[src/rtl/game_pkg.sv]
// Shared constants, state encoding and motion-rate helpers for the cube jump
// controller. Optional feature macro used by the controller: JUMP_DOUBLE_EN.
package game_pkg;

  typedef enum logic [1:0] {
    ST_STAND = 2'd0,
    ST_RISE  = 2'd1,
    ST_FALL  = 2'd2,
    ST_DEAD  = 2'd3
  } state_e;

  localparam logic [9:0]  CUBE_X     = 10'd120;
  localparam logic [9:0]  CUBE_W     = 10'd20;
  localparam logic [9:0]  CUBE_H     = 10'd40;
  localparam logic [9:0]  FLOOR_W    = 10'd100;
  localparam logic [9:0]  CEIL_Y     = 10'd100;
  localparam logic [10:0] SCREEN_H   = 11'd480;
  localparam logic [8:0]  RISE_END   = 9'd320;
  localparam logic [9:0]  CUBE_Y_RST = 10'd290;
  localparam logic [7:0]  FALL_MAX   = 8'd255;

  // Rising slows down in four bands of 80 ticks: every tick, 1/2, 1/4, 1/8.
  function automatic logic rise_step(input logic [8:0] tg);
    logic step;
    step = 1'b0;
    if (tg == 9'd0)        step = 1'b0;
    else if (tg < 9'd80)   step = 1'b1;
    else if (tg < 9'd160)  step = ~tg[0];
    else if (tg < 9'd240)  step = (tg[1:0] == 2'd0);
    else if (tg < 9'd320)  step = (tg[2:0] == 3'd0);
    return step;
  endfunction

  // Falling speeds up: 1/4 rate, then 1/2 rate, then every tick.
  function automatic logic fall_step(input logic [7:0] fc);
    logic step;
    if (fc < 8'd80)       step = (fc[1:0] == 2'd0);
    else if (fc < 8'd160) step = ~fc[0];
    else                  step = 1'b1;
    return step;
  endfunction

endpackage

[src/rtl/cube_jump_ctrl_if.sv]
// Game-side bus of the cube jump controller: step strobe, button, floor table
// in, cube position and status out.
//
// Protocol: tick is a one-cycle strobe sampled on posedge clk; every state
// update happens on a cycle where tick=1 and nothing moves otherwise. Floor
// inputs and jump_btn are levels sampled on the same edge as tick. Outputs are
// registered state (plus flags decoded from it) and are valid every cycle.
interface cube_jump_ctrl_if;
  logic       tick;
  logic       jump_btn;
  logic [9:0] floor_pos_x0, floor_pos_x1, floor_pos_x2, floor_pos_x3;
  logic [9:0] floor_pos_y0, floor_pos_y1, floor_pos_y2, floor_pos_y3;
  logic [3:0] enable;
  logic [9:0] cube_y;
  logic [8:0] time_gap;
  logic       hit_ceiling;
  logic       on_floor;
  logic       game_over;

  modport master (
    output tick, jump_btn, enable,
    output floor_pos_x0, floor_pos_x1, floor_pos_x2, floor_pos_x3,
    output floor_pos_y0, floor_pos_y1, floor_pos_y2, floor_pos_y3,
    input  cube_y, time_gap, hit_ceiling, on_floor, game_over
  );

  modport slave (
    input  tick, jump_btn, enable,
    input  floor_pos_x0, floor_pos_x1, floor_pos_x2, floor_pos_x3,
    input  floor_pos_y0, floor_pos_y1, floor_pos_y2, floor_pos_y3,
    output cube_y, time_gap, hit_ceiling, on_floor, game_over
  );
endinterface

[src/rtl/cube_floor_hit.sv]
// Combinational support test of the cube against one floor: floor enabled,
// horizontal overlap, and cube bottom exactly on the floor top row.
module cube_floor_hit
  import game_pkg::*;
(
  input  logic       i_en,
  input  logic [9:0] i_floor_x,
  input  logic [9:0] i_floor_y,
  input  logic [9:0] i_cube_y,
  output logic       o_hit
);
  logic [10:0] w_x;
  logic [10:0] w_cube_bot;
  logic        w_overlap;

  assign w_x        = {1'b0, i_floor_x};
  assign w_cube_bot = {1'b0, i_cube_y} + {1'b0, CUBE_H};

  // x_i - FLOOR_W < CUBE_X + CUBE_W rewritten without subtraction so a floor
  // near x=0 cannot wrap; x_i > CUBE_X is the other overlap edge.
  assign w_overlap = (w_x < ({1'b0, CUBE_X} + {1'b0, CUBE_W} + {1'b0, FLOOR_W}))
                  && (w_x > {1'b0, CUBE_X});

  // Support needs all three conditions at once.
  always_comb begin
    o_hit = i_en && w_overlap && (w_cube_bot == {1'b0, i_floor_y});
  end
endmodule

[src/rtl/cube_jump_ctrl.sv]
// Cube jump controller: STAND/RISE/FALL/DEAD motion FSM advanced by tick.
// Macro JUMP_DOUBLE_EN enables one extra jump while falling, re-armed on
// landing; without it jump_btn is only honoured while standing.
module cube_jump_ctrl
  import game_pkg::*;
(
  input  logic              clk,
  input  logic              rst,
  cube_jump_ctrl_if.slave   bus,
  output logic [1:0]        o_dbg_state
);
  localparam logic [1:0] S_STAND = ST_STAND;
  localparam logic [1:0] S_RISE  = ST_RISE;
  localparam logic [1:0] S_FALL  = ST_FALL;
  localparam logic [1:0] S_DEAD  = ST_DEAD;

  logic [1:0] r_state;
  logic [9:0] r_cube_y;
  logic [8:0] r_time_gap;
  logic [7:0] r_fall_cnt;
`ifdef JUMP_DOUBLE_EN
  logic       r_dbl_avail;
`endif

  logic [9:0] w_fx [4];
  logic [9:0] w_fy [4];
  logic [3:0] w_hit;
  logic       w_supp;
  logic       w_dead;
  logic [9:0] w_floor_y;

  assign w_fx[0] = bus.floor_pos_x0;
  assign w_fx[1] = bus.floor_pos_x1;
  assign w_fx[2] = bus.floor_pos_x2;
  assign w_fx[3] = bus.floor_pos_x3;
  assign w_fy[0] = bus.floor_pos_y0;
  assign w_fy[1] = bus.floor_pos_y1;
  assign w_fy[2] = bus.floor_pos_y2;
  assign w_fy[3] = bus.floor_pos_y3;

  for (genvar g = 0; g < 4; g++) begin : g_hit
    cube_floor_hit u_hit (
      .i_en      (bus.enable[g]),
      .i_floor_x (w_fx[g]),
      .i_floor_y (w_fy[g]),
      .i_cube_y  (r_cube_y),
      .o_hit     (w_hit[g])
    );
  end

  assign w_supp = |w_hit;
  assign w_dead = ({1'b0, r_cube_y} + {1'b0, CUBE_H}) >= SCREEN_H;

  // Top row of the lowest-index supporting floor; defaults to the current
  // cube bottom so an unsupported cube keeps its row.
  always_comb begin
    w_floor_y = r_cube_y + CUBE_H;
    for (int i = 3; i >= 0; i--) begin
      if (w_hit[i]) w_floor_y = w_fy[i];
    end
  end

  // Motion FSM; every update is gated by the game-step strobe.
  always_ff @(posedge clk or negedge rst) begin
    if (!rst) begin
      r_state    <= S_STAND;
      r_cube_y   <= CUBE_Y_RST;
      r_time_gap <= 9'd0;
      r_fall_cnt <= 8'd0;
`ifdef JUMP_DOUBLE_EN
      r_dbl_avail <= 1'b1;
`endif
    end else if (bus.tick) begin
      case (r_state)
        S_STAND: begin
          if (w_dead) begin
            r_state <= S_DEAD;
          end else if (bus.jump_btn) begin
            r_state    <= S_RISE;
            r_time_gap <= 9'd1;
          end else if (!w_supp) begin
            r_state    <= S_FALL;
            r_fall_cnt <= 8'd0;
          end else begin
            r_cube_y <= w_floor_y - CUBE_H;
          end
        end
        S_RISE: begin
          if (w_dead) begin
            r_state    <= S_DEAD;
            r_time_gap <= 9'd0;
          end else if (r_time_gap == RISE_END) begin
            r_state    <= S_FALL;
            r_time_gap <= 9'd0;
            r_fall_cnt <= 8'd0;
          end else begin
            // Pinned at the ceiling the cube stays put and the floors scroll.
            if (rise_step(r_time_gap) && (r_cube_y > CEIL_Y))
              r_cube_y <= r_cube_y - 10'd1;
            r_time_gap <= r_time_gap + 9'd1;
          end
        end
        S_FALL: begin
          if (w_dead) begin
            r_state <= S_DEAD;
          end else if (w_supp) begin
            r_state <= S_STAND;
`ifdef JUMP_DOUBLE_EN
            r_dbl_avail <= 1'b1;
          end else if (bus.jump_btn && r_dbl_avail) begin
            r_state     <= S_RISE;
            r_time_gap  <= 9'd1;
            r_dbl_avail <= 1'b0;
`endif
          end else begin
            if (fall_step(r_fall_cnt)) r_cube_y <= r_cube_y + 10'd1;
            if (r_fall_cnt != FALL_MAX) r_fall_cnt <= r_fall_cnt + 8'd1;
          end
        end
        default: begin
          r_state <= S_DEAD;
        end
      endcase
    end
  end

  assign bus.cube_y      = r_cube_y;
  assign bus.time_gap    = r_time_gap;
  assign bus.hit_ceiling = (r_state == S_RISE) && (r_cube_y == CEIL_Y);
  assign bus.on_floor    = (r_state == S_STAND);
  assign bus.game_over   = (r_state == S_DEAD);
  assign o_dbg_state     = r_state;
endmodule

[src/flat_wrapper.sv]
// flat-port wrapper written by rule: the top's interface ports become plain ports
module cube_jump_ctrl_flat import game_pkg::*;
  (clk, rst, o_dbg_state, bus_tick, bus_jump_btn, bus_enable, bus_floor_pos_x0, bus_floor_pos_x1, bus_floor_pos_x2, bus_floor_pos_x3, bus_floor_pos_y0, bus_floor_pos_y1, bus_floor_pos_y2, bus_floor_pos_y3, bus_cube_y, bus_time_gap, bus_hit_ceiling, bus_on_floor, bus_game_over);
  cube_jump_ctrl_if bus_i ();
  input  logic clk;
  input  logic rst;
  output logic [1:0] o_dbg_state;
  input wire logic [$bits(bus_i.tick)-1:0] bus_tick;
  input wire logic [$bits(bus_i.jump_btn)-1:0] bus_jump_btn;
  input wire logic [$bits(bus_i.enable)-1:0] bus_enable;
  input wire logic [$bits(bus_i.floor_pos_x0)-1:0] bus_floor_pos_x0;
  input wire logic [$bits(bus_i.floor_pos_x1)-1:0] bus_floor_pos_x1;
  input wire logic [$bits(bus_i.floor_pos_x2)-1:0] bus_floor_pos_x2;
  input wire logic [$bits(bus_i.floor_pos_x3)-1:0] bus_floor_pos_x3;
  input wire logic [$bits(bus_i.floor_pos_y0)-1:0] bus_floor_pos_y0;
  input wire logic [$bits(bus_i.floor_pos_y1)-1:0] bus_floor_pos_y1;
  input wire logic [$bits(bus_i.floor_pos_y2)-1:0] bus_floor_pos_y2;
  input wire logic [$bits(bus_i.floor_pos_y3)-1:0] bus_floor_pos_y3;
  output wire logic [$bits(bus_i.cube_y)-1:0] bus_cube_y;
  output wire logic [$bits(bus_i.time_gap)-1:0] bus_time_gap;
  output wire logic [$bits(bus_i.hit_ceiling)-1:0] bus_hit_ceiling;
  output wire logic [$bits(bus_i.on_floor)-1:0] bus_on_floor;
  output wire logic [$bits(bus_i.game_over)-1:0] bus_game_over;
  assign bus_i.tick = bus_tick;
  assign bus_i.jump_btn = bus_jump_btn;
  assign bus_i.enable = bus_enable;
  assign bus_i.floor_pos_x0 = bus_floor_pos_x0;
  assign bus_i.floor_pos_x1 = bus_floor_pos_x1;
  assign bus_i.floor_pos_x2 = bus_floor_pos_x2;
  assign bus_i.floor_pos_x3 = bus_floor_pos_x3;
  assign bus_i.floor_pos_y0 = bus_floor_pos_y0;
  assign bus_i.floor_pos_y1 = bus_floor_pos_y1;
  assign bus_i.floor_pos_y2 = bus_floor_pos_y2;
  assign bus_i.floor_pos_y3 = bus_floor_pos_y3;
  assign bus_cube_y = bus_i.cube_y;
  assign bus_time_gap = bus_i.time_gap;
  assign bus_hit_ceiling = bus_i.hit_ceiling;
  assign bus_on_floor = bus_i.on_floor;
  assign bus_game_over = bus_i.game_over;
  cube_jump_ctrl u_core (.clk(clk), .rst(rst), .bus(bus_i), .o_dbg_state(o_dbg_state));
endmodule
[config.mk]
export PLATFORM = sky130hd
export DESIGN_NAME = cube_jump_ctrl_flat
export DESIGN_NICKNAME = d
export VERILOG_FILES = /design/src/rtl/game_pkg.sv /design/src/rtl/cube_jump_ctrl_if.sv /design/src/rtl/cube_floor_hit.sv /design/src/rtl/cube_jump_ctrl.sv /design/src/flat_wrapper.sv
export SDC_FILE = /design/constraint.sdc
export NUM_CORES = 1
export LEC_CHECK = 0
export BUFFER_PORTS_ARGS = -buffer_cell sky130_fd_sc_hd__clkbuf_2
export CORE_UTILIZATION = 57
export DETAILED_ROUTE_END_ITERATION = 10
export PLACE_DENSITY_LB_ADDON = 0.25
export SETUP_SLACK_MARGIN = 0.3
export SYNTH_ARGS = -nofsm -noshare
export SYNTH_HDL_FRONTEND = slang
export SYNTH_SLANG_ARGS = --single-unit
[constraint.sdc]
create_clock -name clk -period 10.2 [get_ports clk]
set_input_delay 2.55 -clock clk [delete_from_list [all_inputs] [get_ports clk]]
set_output_delay 2.55 -clock clk [all_outputs]
set_load 0.01 [all_outputs]
==> impl_results.md <==
- Syn avg cell area: 8.09 um^2
- Crit-path max cell delay: 720 ps
- Total CTS buffers: 5
- FF-to-FF End: u_core.bus.cube_y[2]
- Via-per-instance ratio: 5.90
- Layout Utilization: 70.1%
- Slew HR: 24.0%
- Starting Density: 59.4%
- Syn_nets: 544
- Worst r2r src: u_core.bus.cube_y[3]
- DRC errors left: 0
- Number of buffers and inverters on the critical path: 1
- Fin nets: 639
- Ys flop type: dfrtp_1
- # fillers: 501
- Crit end category: register
- CTS max path bufs: 2
- Site Rows: 28
- Share of power burned in registers: 21.3%
- Unrepaired setup endpoints after global routing: no
- Core area: 5960 um^2
- Vias: 3589
- Die area: 6520 um^2
- Net Sw Frac: 50.3%
- Distinct cell type count after synthesis: 70
- Worst Tran Pin Value: 1130 ps
- Setup Viol. Count Final: 0
- Clk slew on worst S/H paths: 70 ps
- Final Hold Fails: 0
- First-pass GRT wire length: 14900 um
- Drt pass-1 iters: 5
- Crit share post-route: 52.6%
- Clock Tree Root: clkbuf_8
- Worst r2r path cells: 10
- Vias in the first global route: 3328
- Internal Power: 0.677 mW
- Wire per inst: 15.0 um
- Total gr overflow: 0
- CP Class: input port to register
- Post-layout minimum cycle time: 5370 ps
- Clk_skew: 7.37 ps
- Fin. max-slew vios: 0
- Leak Pwr: 1.91 nW
- GR Util All Layers: 29.3%
- Most common cell after layout, fill and taps aside: clkbuf_2
- Clock network fraction of design power: 9.2%
- Fmax: 0.186 GHz
- Initial antenna violation count: 0
- Hold Path Sink: u_core.r_fall_cnt[1]
- Synthesized cell area: 3540 um^2
- Area Overhead vs Synth: 18.0%
- Crit start category: input port
- Worst path slowest cell: or4b_1
- Post_cts resized: 0
- Net switching power: 0.685 mW
- Warnings, synthesis: 0
- Antenna-violating nets left: 0
- Power per cell area: 326 nW/um^2
- Seq cells post-synth: 29
- Die Wd: 80.8 um
- Ys async rst share: 100%
- Largest net degree at the start of global routing: 30
- HP Class: register to register
- Syn Inst Count: 437
- TritonCTS clock tree: yes
- CP cell instances: clkbuf_2, xor2_1, mux2i_1, o22ai_1, o2111a_1, or4b_1, o21ai_1, or3b_1, a211oi_2, xor2_1
- Commonest cells after routing, fill and taps aside: clkbuf_2, nor2_1, xnor2_1, nand2_1, dfrtp_1
- Worst Hold Launch: u_core.r_fall_cnt[1]
- Post-CTS setup buffers: 0
- CP top delay family: simple AND/OR/NAND/NOR gates
- Crit Path Max Fanout: 19
- Share of cells above drive strength 1: 25.3%
- Die Y: 80.8 um
- R2R Setup Slk: 5830 ps
- Clock sink total: 29
- Hold depth: 2
- Post-CTS Hold Buffers: 0
- CTS H-tree lvls: 2
- Max-cap violation count: 0
- Port bufs: 111
- VDD IR max: 0.216 mV
- CP dominant cell by count: xor2_1
- Status: completed
- WP data arrival: 5580 ps
- Ports: 112
- Routability cong.: 0.949
- Post-synth EDFFs: 0
- Antenna Cells: 0
- Sequential share of the synthesized area: 20.6%
- DRT iter0 DRCs: 180
- Clk_lat worst skew: 280 ps
- Critical Path RT: 10410 ps
- Combinational fraction of design power: 69.5%
- Post-Route WL: 9140 um
- Final setup TNS: 0 ps
- Final HPWL DP: 7160 um
## cell usage after synthesis (all sizes together) (6+ instances only)
cell,instances,area [um^2]
a211oi,6,50.1
a21oi,25,136
and3,7,43.8
buf,11,83.8
clkbuf,12,45.0
dfrtp,26,651
ha,18,225
inv,24,90.1
nand2,34,128
nand3,16,80.1
nand4,12,75.1
nor2,40,150
nor2b,6,37.5
nor3,16,80.1
o21ai,33,165
o31ai,9,72.6
xnor2,37,324
xnor3,6,135
xor2,12,113
## worst max-delay path by stage
stage | startpoint | endpoint | slack [ps] | cells after the start
after floorplan | bus_floor_pos_y2[7] | u_core.bus.cube_y[3] | 5180 | 11
after global placement | bus_floor_pos_y2[7] | u_core.bus.cube_y[9] | 4740 | 10
after detailed placement | bus_floor_pos_y2[7] | u_core.bus.cube_y[9] | 4600 | 10
after CTS | bus_floor_pos_y2[7] | u_core.bus.cube_y[9] | 4870 | 10
after global routing | bus_floor_pos_y2[7] | u_core.bus.cube_y[6] | 4640 | 10
final | bus_floor_pos_y2[7] | u_core.bus.cube_y[9] | 4830 | 10
## through the flow
| stage | worst slack (ps) | area (um^2) | total power [mW] | cells | hold WS, ps |
|---|---|---|---|---|---|
| global route | 4640 | 4170 | 1.48 | 608 | 605 |
| CTS | 4870 | 4170 | 1.36 | 608 | 547 |
| finish | 4830 | 4170 | 1.36 | 608 | 540 |
| floorplan | 5180 | 3540 | 1.03 | 437 | 496 |
| detailed placement | 4600 | 4060 | 1.23 | 600 | 532 |
| global placement | 4740 | 4060 | 1.19 | 600 | 524 |
## cell type report
| type | instances | area [um^2] | share of cell area (%) |
|---|---|---|---|
| multi-input combinational | 360 | 2580 | 61.9 |
| sequential | 29 | 729 | 17.5 |
| timing repair buffer | 111 | 556 | 13.3 |
| inverter | 25 | 93.8 | 2.25 |
| tap | 75 | 93.8 | 2.25 |
| clock buffer | 7 | 86.3 | 2.07 |
| clock inverter | 1 | 30.0 | 0.720 |
## worst min-delay path, delay by kind of cell, from the launching register on
family             cells  cell delay (ps)
AOI/OAI and AO/OA      1               60
DFF                    1              380
and+or+nand+nor        1               50
## state kept, by name, summed over array words and instances, names as in the netlist
signal,flops
u_core.r_fall_cnt,8
u_core.o_dbg_state,2
u_core.bus.cube_y,10
u_core.bus.time_gap,9
## cells by family (layout without fill, tap and decap cells)
family,count (synthesis),after routing,share of synthesized area (%)
adders and majority gates,19,19,6.94
muxes,4,4,1.17
and+or+nand+nor,160,160,23.3
buffers and inverters,48,144,6.30
DFF,29,29,20.6
AOI/OAI and AO/OA,119,119,23.5
xor gates and xnor gates,58,58,18.2
## power groups by stage
stage | registers (mW) | clock network (mW) | logic, mW
2_1_floorplan | 0.230 | 0 | 0.801
3_3_place_gp | 0.285 | 0 | 0.910
3_5_place_dp | 0.289 | 0 | 0.938
4_1_cts | 0.288 | 0.126 | 0.945
5_1_grt | 0.300 | 0.132 | 1.05
6_report | 0.290 | 0.125 | 0.946
## layer usage
metal / share of wire [%] / vias up / GRT usage, % / wire (um)
li1: - / 1759 / - / -
met1: 43 / 1682 / 35.5 / 3890
met2: 51 / 137 / 53.4 / 4650
met3: 5.5 / 11 / 4.94 / 507
met4: 1.0 / 0 / 7.68 / 94
met5: 0 / - / 0 / 0
Note: power is estimated with default switching activity, not from simulation.
